$ cat src/rtl/xdma_meta_mgr.sv
// Tracks one outstanding XDMA write request: latches its ID and length, counts completed beats, and flags done.
// Optional macro XDMA_META_MGR_BEAT_CNT_EN adds beat_cnt_o and abort_o.
module xdma_meta_mgr #(
    parameter int ID_W  = 8,
    parameter int LEN_W = 16
) (
    input  logic                  clk_i,
    input  logic                  rst_i,
    input  logic [ID_W+LEN_W-1:0] write_req_meta_i,
    input  logic                  write_req_busy_i,
    input  logic                  write_happening_i,
    output logic                  write_req_done_o,
    output logic [ID_W-1:0]       cur_dma_id_o
`ifdef XDMA_META_MGR_BEAT_CNT_EN
    ,
    output logic [LEN_W-1:0]      beat_cnt_o,
    output logic                  abort_o
`endif
);

    typedef enum logic [1:0] {
        S_IDLE   = 2'd0,
        S_ACTIVE = 2'd1,
        S_DONE   = 2'd2
    } state_t;

    state_t             state_q, state_d;
    logic [LEN_W-1:0]   cnt_q, cnt_d;
    logic [LEN_W-1:0]   len_q, len_d;
    logic [ID_W-1:0]    id_q, id_d;
    logic               done_q, done_d;
    logic [LEN_W-1:0]   cnt_inc;
    logic [ID_W-1:0]    meta_id;
    logic [LEN_W-1:0]   meta_len;
`ifdef XDMA_META_MGR_BEAT_CNT_EN
    logic               abort_q, abort_d;
`endif

    assign meta_id  = write_req_meta_i[ID_W+LEN_W-1:LEN_W];
    assign meta_len = write_req_meta_i[LEN_W-1:0];
    assign cnt_inc  = cnt_q + LEN_W'(1);

    always_comb begin
        state_d = state_q;
        cnt_d   = cnt_q;
        len_d   = len_q;
        id_d    = id_q;
`ifdef XDMA_META_MGR_BEAT_CNT_EN
        abort_d = 1'b0;
`endif
        case (state_q)
            S_IDLE: begin
                if (write_req_busy_i) begin
                    id_d    = meta_id;
                    len_d   = meta_len;
                    cnt_d   = '0;
                    state_d = (meta_len == '0) ? S_DONE : S_ACTIVE;
                end
            end
            S_ACTIVE: begin
                // A busy drop wins over a coincident beat strobe: the request is gone.
                if (!write_req_busy_i) begin
                    state_d = S_IDLE;
`ifdef XDMA_META_MGR_BEAT_CNT_EN
                    abort_d = 1'b1;
`endif
                end else if (write_happening_i) begin
                    cnt_d = cnt_inc;
                    if (cnt_inc == len_q) begin
                        state_d = S_DONE;
                    end
                end
            end
            S_DONE: begin
                if (!write_req_busy_i) begin
                    state_d = S_IDLE;
                end
            end
            default: state_d = S_IDLE;
        endcase
        done_d = (state_d == S_DONE);
    end

    always_ff @(posedge clk_i or posedge rst_i) begin
        if (rst_i) begin
            state_q <= S_IDLE;
            cnt_q   <= '0;
            len_q   <= '0;
            id_q    <= '0;
            done_q  <= 1'b0;
`ifdef XDMA_META_MGR_BEAT_CNT_EN
            abort_q <= 1'b0;
`endif
        end else begin
            state_q <= state_d;
            cnt_q   <= cnt_d;
            len_q   <= len_d;
            id_q    <= id_d;
            done_q  <= done_d;
`ifdef XDMA_META_MGR_BEAT_CNT_EN
            abort_q <= abort_d;
`endif
        end
    end

    assign write_req_done_o = done_q;
    assign cur_dma_id_o     = id_q;
`ifdef XDMA_META_MGR_BEAT_CNT_EN
    assign beat_cnt_o       = cnt_q;
    assign abort_o          = abort_q;
`endif

endmodule

$ cat config.mk
export PLATFORM = sky130hd
export DESIGN_NAME = xdma_meta_mgr
export DESIGN_NICKNAME = d
export VERILOG_FILES = /design/src/rtl/xdma_meta_mgr.sv
export SDC_FILE = /design/constraint.sdc
export NUM_CORES = 1
export LEC_CHECK = 0
export CAP_MARGIN = 20
export CORE_UTILIZATION = 45
export CTS_BUF_LIST = sky130_fd_sc_hd__clkbuf_8 sky130_fd_sc_hd__clkbuf_16
export DETAILED_ROUTE_END_ITERATION = 7
export GPL_TIMING_DRIVEN = 0
export MAX_ROUTING_LAYER = met4
export PLACE_DENSITY = 0.75
export SLEW_MARGIN = 10
export SYNTH_ARGS = -nofsm -noshare
export SYNTH_HDL_FRONTEND = slang
export SYNTH_SLANG_ARGS = --single-unit
$ cat constraint.sdc
create_clock -name clk_i -period 5.9 [get_ports clk_i]
set_input_delay 0.59 -clock clk_i [delete_from_list [all_inputs] [get_ports clk_i]]
set_output_delay 0.59 -clock clk_i [all_outputs]
set_load 0.005 [all_outputs]
==> impl_metrics.env <==
export IMPL_outcome="completed"
export IMPL_clock_skew_ns=0.0110
export IMPL_dpl_cell_count=344
export IMPL_final_common_cell="dfrtp_1"
export IMPL_rows=26
export IMPL_yosysWarnings=0
export IMPL_fmax_ghz=0.367
export IMPL_cp_max_fo=7
export IMPL_power_uw=701
export IMPL_synthCells=237
export IMPL_synth_edf_count=0
export IMPL_grt_max_degree=32
export IMPL_place_hpwl_um=4140
export IMPL_synth_distinct_cells=47
export IMPL_cpLargestDelayFamily="simple AND/OR/NAND/NOR gates"
export IMPL_worstMarginPinSlew_ns=0.630
export IMPL_clk_path_buf_depth=2
export IMPL_area_growth_pct=23.3
export IMPL_ir_worst_vdd_mv=0.215
export IMPL_post_dp_cell_area_um2=2930
export IMPL_overflow=0
export IMPL_min_period_ns=2.73
export IMPL_async_reset_ff_share_pct=100
export IMPL_wl_per_cell_um=15.8
export IMPL_die_y_um=76.0
export IMPL_clock_latency_ns=0.30
export IMPL_route_detailed_drc=0
export IMPL_critPathBufInv=0
export IMPL_drt_iter0_drc=145
export IMPL_cts_buffers=5
export IMPL_max_cap_viol_count=0
export IMPL_cp_start_kind="flop"
export IMPL_critPathKind="flop to flop"
export IMPL_ant_nets=0
export IMPL_dpl_worst_slack_ns=3.20
export IMPL_fin_area_um2=3040
export IMPL_ys_seq_area_share_pct=43.7
export IMPL_finalSetupViolCount=0
export IMPL_required_ns=6.09
export IMPL_power_density_nw_per_um2=231
export IMPL_io_buffers=36
export IMPL_grt_pass1_vias=1969
export IMPL_ys_ff_latch=43
export IMPL_cts_tree="yes"
export IMPL_finalWorstSetupSlack_ns=3.17
export IMPL_fin_setup_tns_ns=0
export IMPL_dr_pass1_iters=4
export IMPL_cts_htree_levels=2
export IMPL_fin_nets=310
export IMPL_path_clk_slew_ns=0.08
export IMPL_core_um2=5200
export IMPL_gp_congestion=0.869
export IMPL_vias_per_cell=5.51
export IMPL_grtUsageTotal_pct=21.0
export IMPL_final_cells=351
export IMPL_max_slew_margin_rel_pct=58.0
export IMPL_cts_hold_buf=0
export IMPL_cp_cell_sequence="ha_1 > nand3_1 > nor4_2 > mux2_2 > a211oi_1 > nand4_2 > o211a_1"
export IMPL_leakagePower_uw=0.00119
export IMPL_cp_end_kind="flop"
export IMPL_fin_crit_sh_pct=46.2
export IMPL_cp_slowest_cell="dfrtp_1"
export IMPL_syn_area_um2=2460
export IMPL_antenna_cells=0
export IMPL_drive_gt1_share_pct=20.3
export IMPL_grt_first_pass_wirelength_um=9410
export IMPL_initial_core_util_pct=47.3
export IMPL_cts_setup_buffers=0
export IMPL_fp_dieW_um=76.0
export IMPL_clkSinkCount=43
export IMPL_finalMaxSlewViolations=0
export IMPL_ios=37
export IMPL_cts_repair_resized=0
export IMPL_slowest_delay_ns=0.49
export IMPL_dieArea_um2=5770
export IMPL_hold_viol_final=0
export IMPL_syn_nets=266
export IMPL_hp_class="flop to flop"
export IMPL_avgSynthCellArea_um2=10.4
export IMPL_synthFlopType="dfrtp_1"
export IMPL_layout_common_cells="dfrtp_1 (43), clkdlybuf4s50_1 (36), mux2_2 (26)"
export IMPL_root_buffer="clkbuf_8"
export IMPL_rsz0062_at_grt="no"
export IMPL_num_vias=1935
export IMPL_totalWireLength_um=5550
export IMPL_cp_arrival_ns=2.91
export IMPL_antenna_found_initial=0
==> state kept, by name, indices dropped and copies added (netlist names) <==
name              cells
cur_dma_id_o          8
state_q               2
cnt_q                16
len_q                16
write_req_done_o      1
==> logic make-up after synthesis <==
kind of cell	synth area share, %
compound gates	13.5
xor+xnor	6.40
fa+ha+maj	0.508
buf+inv	3.40
flops	43.7
mux	12.7
simple gates	19.9
==> area by class of cell <==
type,count,area [um2]
fillers,450,2170
multi-input cells,178,1300
flip-flops and latches,43,1080
repair buffers,37,380
well taps,70,87.6
plain buffers,13,72.6
clock buffers,5,68.8
clock inverters,2,37.5
inverters,3,11.3
==> synthesized netlist by cell type (2+ instances only) <==
library cell,count,share of area (%)
a211oi_1,3,0.91
a21oi_1,5,1.0
a31oi_1,2,0.51
and3_1,2,0.51
and3_4,2,0.91
buf_2,4,0.81
buf_6,2,0.91
clkbuf_1,6,0.91
dfrtp_1,43,44
inv_1,3,0.46
mux2_2,26,12
mux2i_1,2,0.81
nand2_1,18,2.7
nand2b_1,6,1.5
nand3_1,5,1.0
nand3_2,2,0.81
nand3b_1,2,0.61
nand4_1,4,1.0
nand4_2,2,1.0
nor2_1,18,2.7
nor2b_1,4,1.0
nor3_1,3,0.61
nor4_1,5,1.3
nor4_2,3,1.5
o21ai_0,18,3.7
o21ai_1,3,0.61
o31ai_1,7,2.1
o41ai_1,2,0.71
xnor2_1,12,4.3
xor2_1,6,2.1
==> report_power, final <==
group          switching (uW)  internal (uW)  total, uW
Combinational            51.6           75.4        127
Sequential               24.7            321        346
Clock                     104            124        228
Total                     180            520        701
==> routing by layer <==
metal  routed length [um]  track usage (%)  vias to the layer above  part of all wire, %
li1                     -                -                      950                    -
met1                 2530             26.8                      929                   46
met2                 2710             35.5                       54                   49
met3                  282             4.19                        2                  5.1
met4                   26             2.88                        0                 0.47
met5                    0                -                        -                    0
==> through the flow <==
step	hold WS, ns	utilization (%)
CTS	0.515	58.4
global placement	0.490	55.9
floorplan	0.490	-
detailed placement	0.496	56.3
global route	0.529	58.4
finish	0.509	58.4
==> final timing paths <==
kind	start	endpoint	slack (ns)	cells after the start
worst max-delay path	cnt_q[0]	state_q[0]	3.17	7
worst min-delay path	cur_dma_id_o[0]	cur_dma_id_o[0]	0.51	1
worst max register to register	cnt_q[0]	state_q[0]	3.17	7
worst min register to register	cur_dma_id_o[0]	cur_dma_id_o[0]	0.51	1
max in group asynchronous	rst_i	write_req_done_o	4.89	3
min in group asynchronous	rst_i	cur_dma_id_o[7]	0.56	2
Power figures use the tool's default switching activity.
